### config.mk
export PLATFORM = sky130hd
export DESIGN_NAME = func_call_responder
export DESIGN_NICKNAME = d
export VERILOG_FILES = /design/src/rtl/func_call_pkg.sv /design/src/rtl/func_call_req_fifo.sv /design/src/rtl/func_call_responder.sv
export SDC_FILE = /design/constraint.sdc
export NUM_CORES = 1
export LEC_CHECK = 0
export ABC_AREA = 1
export CAP_MARGIN = 20
export CORE_UTILIZATION = 50
export CTS_BUF_LIST = sky130_fd_sc_hd__clkbuf_4
export DETAILED_ROUTE_END_ITERATION = 6
export GPL_TIMING_DRIVEN = 0
export PLACE_DENSITY = 0.73
export SYNTH_ARGS = -nofsm -noshare
export SYNTH_HDL_FRONTEND = slang
export SYNTH_SLANG_ARGS = --single-unit
### constraint.sdc
create_clock -name clk -period 4.65 [get_ports clk]
set_clock_uncertainty 0.05 [all_clocks]
set_input_delay 0.93 -clock clk [delete_from_list [all_inputs] [get_ports clk]]
set_output_delay 0.93 -clock clk [all_outputs]
set_load 0.01 [all_outputs]
### src/rtl/func_call_pkg.sv
// Shared definitions for the function-call responder: FSM state encoding,
// request-entry layout {id, arg0, arg1, arg2} and derived widths.
package func_call_pkg;

  typedef enum logic [1:0] {
    IDLE = 2'd0,
    EVAL = 2'd1,
    RESP = 2'd2
  } state_e;

  // Packed request entry width: id on top, then arg0, arg1, arg2 at the LSBs.
  function automatic int entry_width(input int id_w, input int arg_w);
    return id_w + 3 * arg_w;
  endfunction

  // Field offsets inside a packed request entry (arg2 sits at bit 0).
  function automatic int arg1_lsb(input int arg_w);
    return arg_w;
  endfunction

  function automatic int arg0_lsb(input int arg_w);
    return 2 * arg_w;
  endfunction

  function automatic int id_lsb(input int arg_w);
    return 3 * arg_w;
  endfunction

  // Sum of three ARG_W operands never needs more than two extra bits.
  function automatic int result_width(input int arg_w);
    return arg_w + 2;
  endfunction

endpackage

### src/rtl/func_call_req_fifo.sv
// In-order request FIFO with power-of-two depth, wrapping pointers and a
// registered occupancy count used for full/empty.
module func_call_req_fifo #(
  parameter  int DEPTH = 4,
  parameter  int WIDTH = 8,
  localparam int PTR_W = $clog2(DEPTH)
) (
  input  logic             clk,
  input  logic             reset,
  input  logic             push,
  input  logic             pop,
  input  logic [WIDTH-1:0] wdata,
  output logic [WIDTH-1:0] rdata,
  output logic             full,
  output logic             empty,
  output logic [PTR_W:0]   count
);

  logic [WIDTH-1:0] mem_q [DEPTH];
  logic [PTR_W-1:0] wr_ptr_q, wr_ptr_d;
  logic [PTR_W-1:0] rd_ptr_q, rd_ptr_d;
  logic [PTR_W:0]   count_q, count_d;
  logic             do_push, do_pop;

  assign full    = (count_q == (PTR_W + 1)'(DEPTH));
  assign empty   = (count_q == '0);
  assign count   = count_q;
  assign rdata   = mem_q[rd_ptr_q];
  assign do_push = push && !full;
  assign do_pop  = pop && !empty;

  // Next pointer/count: pointers wrap naturally at DEPTH; simultaneous push
  // and pop leave the count unchanged.
  always_comb begin
    // NOTE: every output of this block gets a default first, so no path can
    // leave one unassigned and infer a latch.
    wr_ptr_d = wr_ptr_q;
    rd_ptr_d = rd_ptr_q;
    count_d  = count_q;
    if (do_push) wr_ptr_d = wr_ptr_q + PTR_W'(1);
    if (do_pop)  rd_ptr_d = rd_ptr_q + PTR_W'(1);
    case ({do_push, do_pop})
      2'b10:   count_d = count_q + (PTR_W + 1)'(1);
      2'b01:   count_d = count_q - (PTR_W + 1)'(1);
      default: count_d = count_q;
    endcase
  end

  // Pointer and count registers.
  always_ff @(posedge clk or posedge reset) begin
    // NOTE: state registers use non-blocking assignments so every flop samples
    // pre-edge values regardless of block ordering.
    if (reset) begin
      wr_ptr_q <= '0;
      rd_ptr_q <= '0;
      count_q  <= '0;
    end else begin
      wr_ptr_q <= wr_ptr_d;
      rd_ptr_q <= rd_ptr_d;
      count_q  <= count_d;
    end
  end

  // Storage array write port.
  always_ff @(posedge clk) begin
    // NOTE: the storage array is deliberately not reset; entries are only
    // read once the count says they were written, and leaving it unreset lets
    // it map onto plain RAM/flops without a reset tree.
    if (do_push) mem_q[wr_ptr_q] <= wdata;
  end

endmodule

### src/rtl/func_call_responder.sv
// Callee side of the function-call interface: queues {id, arg0, arg1, arg2}
// requests, evaluates arg0+arg1+arg2 and returns the result with its id over
// a valid/ready response channel, counting completed calls.
module func_call_responder
  import func_call_pkg::*;
#(
  parameter int ARG_W = 8,
  parameter int ID_W  = 4,
  parameter int DEPTH = 4,
  parameter int CNT_W = 16
) (
  input  logic               clk,
  input  logic               reset,
  input  logic               req_valid,
  output logic               req_ready,
  input  logic [ID_W-1:0]    req_id,
  input  logic [ARG_W-1:0]   req_arg0,
  input  logic [ARG_W-1:0]   req_arg1,
  input  logic [ARG_W-1:0]   req_arg2,
  output logic               rsp_valid,
  input  logic               rsp_ready,
  output logic [ID_W-1:0]    rsp_id,
  output logic [ARG_W+1:0]   rsp_result,
  output logic               busy,
  output logic [CNT_W-1:0]   call_count
);

  localparam int ENTRY_W = entry_width(ID_W, ARG_W);
  localparam int RES_W   = result_width(ARG_W);
  localparam int PTR_W   = $clog2(DEPTH);
  localparam int A1_LSB  = arg1_lsb(ARG_W);
  localparam int A0_LSB  = arg0_lsb(ARG_W);
  localparam int ID_LSB  = id_lsb(ARG_W);

  logic               fifo_push, fifo_pop, fifo_full, fifo_empty;
  logic [ENTRY_W-1:0] fifo_wdata, fifo_rdata;
  logic [PTR_W:0]     fifo_count;

  state_e             state_q, state_d;
  logic [ARG_W-1:0]   arg0_q, arg0_d, arg1_q, arg1_d, arg2_q, arg2_d;
  logic [ID_W-1:0]    id_q, id_d;
  logic               rsp_valid_q, rsp_valid_d;
  logic [ID_W-1:0]    rsp_id_q, rsp_id_d;
  logic [RES_W-1:0]   rsp_result_q, rsp_result_d;
  logic [CNT_W-1:0]   call_count_q, call_count_d;
  logic [RES_W-1:0]   sum;

  // Ready depends only on the registered count: a full FIFO stays not-ready
  // even in a cycle where the FSM pops.
  assign req_ready  = !fifo_full;
  assign fifo_push  = req_valid && req_ready;
  assign fifo_wdata = {req_id, req_arg0, req_arg1, req_arg2};

  func_call_req_fifo #(
    .DEPTH (DEPTH),
    .WIDTH (ENTRY_W)
  ) u_req_fifo (
    .clk   (clk),
    .reset (reset),
    .push  (fifo_push),
    .pop   (fifo_pop),
    .wdata (fifo_wdata),
    .rdata (fifo_rdata),
    .full  (fifo_full),
    .empty (fifo_empty),
    .count (fifo_count)
  );

  assign sum = RES_W'(arg0_q) + RES_W'(arg1_q) + RES_W'(arg2_q);

  // FSM next state: pop into operand registers, evaluate, then hold the
  // response until the caller takes it (popping the next call in that cycle).
  always_comb begin
    state_d      = state_q;
    fifo_pop     = 1'b0;
    arg0_d       = arg0_q;
    arg1_d       = arg1_q;
    arg2_d       = arg2_q;
    id_d         = id_q;
    rsp_valid_d  = rsp_valid_q;
    rsp_id_d     = rsp_id_q;
    rsp_result_d = rsp_result_q;
    call_count_d = call_count_q;
    case (state_q)
      IDLE: begin
        if (!fifo_empty) begin
          fifo_pop = 1'b1;
          state_d  = EVAL;
        end
      end
      EVAL: begin
        rsp_result_d = sum;
        rsp_id_d     = id_q;
        rsp_valid_d  = 1'b1;
        state_d      = RESP;
      end
      RESP: begin
        if (rsp_ready) begin
          call_count_d = call_count_q + CNT_W'(1);
          rsp_valid_d  = 1'b0;
          if (!fifo_empty) begin
            fifo_pop = 1'b1;
            state_d  = EVAL;
          end else begin
            state_d  = IDLE;
          end
        end
      end
      default: state_d = IDLE;
    endcase
    if (fifo_pop) begin
      id_d   = fifo_rdata[ID_LSB +: ID_W];
      arg0_d = fifo_rdata[A0_LSB +: ARG_W];
      arg1_d = fifo_rdata[A1_LSB +: ARG_W];
      arg2_d = fifo_rdata[0 +: ARG_W];
    end
  end

  // FSM, operand, response and counter registers.
  always_ff @(posedge clk or posedge reset) begin
    if (reset) begin
      state_q      <= IDLE;
      arg0_q       <= '0;
      arg1_q       <= '0;
      arg2_q       <= '0;
      id_q         <= '0;
      rsp_valid_q  <= 1'b0;
      rsp_id_q     <= '0;
      rsp_result_q <= '0;
      call_count_q <= '0;
    end else begin
      state_q      <= state_d;
      arg0_q       <= arg0_d;
      arg1_q       <= arg1_d;
      arg2_q       <= arg2_d;
      id_q         <= id_d;
      rsp_valid_q  <= rsp_valid_d;
      rsp_id_q     <= rsp_id_d;
      rsp_result_q <= rsp_result_d;
      call_count_q <= call_count_d;
    end
  end

  assign rsp_valid  = rsp_valid_q;
  assign rsp_id     = rsp_id_q;
  assign rsp_result = rsp_result_q;
  assign call_count = call_count_q;
  assign busy       = (state_q != IDLE) || (fifo_count != '0);

endmodule

Word-level counts from Yosys, hierarchy flattened
Memories as Yosys holds them, arrays and structs flattened. A register that Yosys moved wholly into a read port is not among the register bits.
Index checks and enable logic that the tools add are counted.

storage, ports and cells
  bits in registers = 40
  bits in writable memories = 112
  input port bits = 32
  output and inout port bits = 33
  word-level logic and storage cells = 50
  memories = 1

memory list
  name              depth  bits a word  rd ports  clocked after memory_dff  wr ports  line                      source
  u_req_fifo.mem_q  4      28           1         1                         1         func_call_req_fifo.sv:19  logic [WIDTH-1:0] mem_q [DEPTH];

operators by class
  $add $sub $neg = 7
  equality and inequality tests = 7
  multiplexer cells = 12
  reductions and logical operators = 15

operator list
  kind                                                                 number
  16-bit by 1-bit adder with 16-bit output (second input constant)     1
  9-bit by 8-bit adder with 10-bit output                              1
  8-bit by 8-bit adder with 9-bit output                               1
  1-bit two-way mux                                                    6
  2-bit one-hot mux with 3 select lines                                1
  3-bit one-hot mux with 2 select lines                                1
  2-bit AND reduction                                                  3
  2-bit nonzero test                                                   3
  2-bit by 1-bit adder with 2-bit output (second input constant)       2
  2-bit by 1-bit == test with 1-bit output (second input constant)     2
  2-bit == test (second input constant)                                2
  2-bit two-way mux                                                    2
  2-bit inequality test (second input constant)                        2
  1-bit one-hot mux with 2 select lines                                2
  3-bit by 1-bit adder with 3-bit output (second input constant)       1
  3-bit == test (second input constant)                                1
  1-bit logical AND                                                    3
  3-bit zero test                                                      1
  3-bit nonzero test                                                   1
  3-bit by 1-bit subtractor with 3-bit output (second input constant)  1
  1-bit zero test                                                      2
  2-bit zero test                                                      1
  1-bit logical OR                                                     1

Longest topological paths before layout
  word-level depth = 7
  mapped depth = 12
  mapped depth without buffers = 12

Hierarchy
Synthesis repeated with hierarchy kept, for this count alone.

unflattened totals
  cells, all modules = 751
  area, all modules = 8016.4 um^2

by module, submodules not included
  module               instances  cells each  area an instance (um^2)  sequential area each (um^2)
  func_call_req_fifo   1          389         4906.0                   3538.4
  func_call_responder  1          362         3110.5                   1526.5

Worst setup path after synthesis
No wires, ideal clock.

  path kind = input -> register
  from = input port req_valid
  to = memory u_req_fifo.mem_q[0][0] (netlist name) (enable)
  setup time = 413 ps
  data arrival time = 2302 ps
  data required time = 4187 ps
  path slack = 1885 ps
  cell stages on the path = 2
  buffers on the path = 0
  cells stage by stage = nand2_1 nor2_1

on the way
  longest elaborated chain between the ends = 4

ends and longest elaborated chain
  what                                     line                       source
  start, declared                          func_call_responder.sv:14  input logic req_valid,
  1-bit logical AND                        func_call_responder.sv:51  assign fifo_push = req_valid && req_ready;
  1-bit logical AND                        func_call_req_fifo.sv:29   assign do_push = push && !full;
  1-bit two-way mux                        func_call_req_fifo.sv:69   if (do_push) mem_q[wr_ptr_q] <= wdata;
  1-bit two-way mux (not written as such)  func_call_req_fifo.sv:69
  end, declared                            func_call_req_fifo.sv:19

Every way passes these cells.

Final worst setup path
  from = register u_req_fifo.count_q[0], in the netlist u_req_fifo.count[0]
  to = output port busy

on the way
  longest elaborated chain between the ends = 2

ends and longest elaborated chain
  what                    line                        source
  start, declared         func_call_req_fifo.sv:22    logic [PTR_W:0] count_q, count_d;
  start signal, assigned  func_call_req_fifo.sv:60    count_q <= count_d;
  3-bit nonzero test      func_call_responder.sv:148  assign busy = (state_q != IDLE) || (fifo_count != '0);
  1-bit logical OR        func_call_responder.sv:148
  end, declared           func_call_responder.sv:24   output logic busy,

Every way passes these cells.

==> results.sh <==
export IMPL_fillerInstances=1151
export IMPL_critPathKind="register to output pin"
export IMPL_p_per_area_nw_per_um2=682
export IMPL_tns_ns=0
export IMPL_core_area_um2=14600
export IMPL_dr_pass1_iters=7
export IMPL_cts_path_max_buffers=2
export IMPL_rsz0062_at_grt="false"
export IMPL_ant_nets=0
export IMPL_final_common_cell="nand2_1"
export IMPL_grt_pass1_wl_um=24900
export IMPL_multi_input_area_um2=2240
export IMPL_ctsResizeCount=0
export IMPL_synthXorXnorAreaFrac_pct=1.50
export IMPL_reg2reg_from="state_q[1]"
export IMPL_die_h_um=125
export IMPL_ioPinCount=65
export IMPL_drc=0
export IMPL_cts_root_buf="clkbuf_4"
export IMPL_place_congestion=0.882
export IMPL_diodes=0
export IMPL_wire_per_inst_um=15.8
export IMPL_power_frac_clock_pct=14.6
export IMPL_io_buffers=64
export IMPL_cellInternalPower_uw=3600
export IMPL_cts_buffers=17
export IMPL_drive_gt1_share_pct=8.62
export IMPL_rr_endpoint="u_req_fifo.count[2]"
export IMPL_first_iter_violations=424
export IMPL_p_sw_share_pct=40.6
export IMPL_grt_usage_pct=20.6
export IMPL_cp_start_kind="register"
export IMPL_yosysSeqAreaShare_pct=66.8
export IMPL_syn_inst=688
export IMPL_routed_wl_um=15400
export IMPL_htreeDepth=4
export IMPL_synthMuxAreaShare_pct=0.148
export IMPL_path_max_fanout=3
export IMPL_setup_violations=0
export IMPL_vdd_drop_max_mv=0.333
export IMPL_avgSynthCellArea_um2=11.0
export IMPL_syn_nets=743
export IMPL_r2r_cells=10
export IMPL_hp_class="register to register"
export IMPL_std_cell_rows=44
export IMPL_maxCapViolations=0
export IMPL_synth_compound_area_share_pct=7.60
export IMPL_maxSlewViolCount=0
export IMPL_dp_hpwl_um=10400
export IMPL_start_util_pct=51.8
export IMPL_synth_cell_types=30
export IMPL_die_area_um2=15700
export IMPL_status="complete, no violations"
export IMPL_hold_buffers=0
export IMPL_arrival_ns=2.05
export IMPL_die_x_um=125
export IMPL_cp_startpoint="u_req_fifo.count[0]"
export IMPL_tightest_slew_ns=0.663
export IMPL_synthAdderAreaFrac_pct=4.78
export IMPL_postCtsSetupRepairBufs=0
export IMPL_fmax_mhz=331
export IMPL_power_frac_seq_pct=39.4
export IMPL_overflow=0
export IMPL_grt_pass1_vias=5128
export IMPL_vias=5179
export IMPL_rrSetupSlack_ns=2.24
export IMPL_fin_crit_sh_pct=65.1
export IMPL_final_util_pct=60.7
export IMPL_most_common_layout_cells="138 x nand2_1, 112 x edfxtp_1, 110 x nor2_1"
export IMPL_clk_latency_ns=0.55
export IMPL_crit_required_ns=3.67
export IMPL_p_leak_uw=0.00360
export IMPL_layout_nets=831
export IMPL_min_period_ns=3.03
export IMPL_yosys_area_share_simple_pct=15.2
export IMPL_yosys_warnings=0
export IMPL_p_sw_uw=2460
export IMPL_grt_max_degree=39
export IMPL_hold_viol=0
export IMPL_crit_path_end_kind="output pin"
export IMPL_synth_area_um2=7580
export IMPL_clkTransAtPathRegs_ns=0.13
export IMPL_endpoint="busy"
export IMPL_synth_top_family_by_area="simple AND/OR/NAND/NOR gates"
export IMPL_syn_to_final_growth_pct=17.2
export IMPL_cts_tree="done"
export IMPL_antenna_found_initial=0
export IMPL_ys_seq_elements=180
export IMPL_seq_area_um2=5060
export IMPL_clock_sinks=180
export IMPL_max_slew_margin_pct=55.7
export IMPL_combPwrFrac_pct=46.0
export IMPL_viasPerCell=5.32
-- logic make-up after synthesis --
group,Yosys count
compound gates,114
simple gates,286
xor+xnor,13
mux,1
buf+inv,71
flops,180
fa+ha+maj,23
-- state kept, by name (all words and copies together), names as in the netlist --
name,count
u_req_fifo.wr_ptr_q,2
state_q,2
arg2_q,8
arg0_q,8
arg1_q,8
rsp_id,4
rsp_valid,1
u_req_fifo.mem_q,112
call_count,16
u_req_fifo.count,3
id_q,4
u_req_fifo.rd_ptr_q,2
rsp_result,10
-- critical path, cell delays in order (launching register included) --
cell and delay [ns]:
dfrtp_1 0.42, inv_1 0.12, nand3_1 0.12, or3_1 0.33, clkdlybuf4s50_1 0.50
-- through the flow --
| step | instance area (um^2) | hold WS (ns) | power, uW | cells | worst slack, ns |
|---|---|---|---|---|---|
| after floorplan | 7580 | 0.387 | 4220 | 688 | 1.88 |
| after global placement | 8460 | 0.401 | 5020 | 936 | 0.339 |
| after detailed placement | 8590 | 0.414 | 5180 | 941 | 1.20 |
| after CTS | 8890 | 0.444 | 6080 | 973 | 1.56 |
| after global routing | 8890 | 0.466 | 6530 | 973 | 1.48 |
| final | 8890 | 0.440 | 6060 | 973 | 1.62 |
-- synth_stat cells --
cell type / instances / share of area (%)
or2_2: 2 / 0.16
buf_2: 14 / 0.92
mux2_2: 1 / 0.15
a21oi_1: 7 / 0.46
and2_1: 1 / 0.083
nand3_1: 21 / 1.4
a31oi_1: 2 / 0.16
fa_1: 10 / 2.6
or3_1: 1 / 0.083
inv_4: 1 / 0.083
dfrtp_1: 68 / 22
o21ai_1: 7 / 0.46
nor2_2: 1 / 0.083
ha_1: 13 / 2.1
nand2_1: 138 / 6.8
nand3_4: 1 / 0.23
xor2_1: 8 / 0.92
nand3b_1: 1 / 0.099
clkbuf_1: 6 / 0.30
nand2_2: 1 / 0.083
edfxtp_1: 112 / 44
nor2_1: 114 / 5.6
nand4_1: 4 / 0.33
inv_1: 42 / 2.1
buf_4: 5 / 0.49
inv_2: 3 / 0.15
a21oi_2: 1 / 0.12
o21ai_0: 97 / 6.4
nor2_4: 1 / 0.15
xnor2_1: 5 / 0.58
-- power by group through the flow --
stage / registers, uW / clock network [uW] / logic [uW]
final: 2390 / 885 / 2790
after global routing: 2430 / 962 / 3140
after CTS: 2390 / 908 / 2780
after detailed placement: 2430 / 0 / 2750
after global placement: 2430 / 0 / 2590
after floorplan: 2420 / 0 / 1800
-- area by class of cell --
cell class | count | area share [%]
buffer | 25 | 1.46
multi-input combinational | 437 | 25.3
clock buffer | 18 | 1.52
clock inverter | 14 | 1.77
tap | 184 | 2.59
inverter | 46 | 1.97
sequential | 180 | 57.0
timing repair buffer | 69 | 8.42
-- routing by layer --
metal	up-vias	part of all wire [%]	GRT usage [%]	wire [um]
met4	0	2.1	8.90	316
met1	2491	44	26.4	6700
met2	184	49	33.7	7490
met3	30	5.6	4.96	854
met5	-	0	0	0
li1	2474	-	-	-
-- worst min-delay path by stage --
stage / slack, ns / start / cells past startpoint / endpoint
after floorplan: 0.39 / u_req_fifo.count[0] / 1 / u_req_fifo.count[0]
after global placement: 0.40 / u_req_fifo.count[0] / 1 / u_req_fifo.count[0]
after detailed placement: 0.41 / rsp_valid / 2 / rsp_valid
after CTS: 0.44 / rsp_valid / 2 / rsp_valid
after global routing: 0.47 / rsp_valid / 2 / rsp_valid
final: 0.44 / rsp_valid / 2 / rsp_valid
Note: power is estimated with default switching activity, not from simulation.
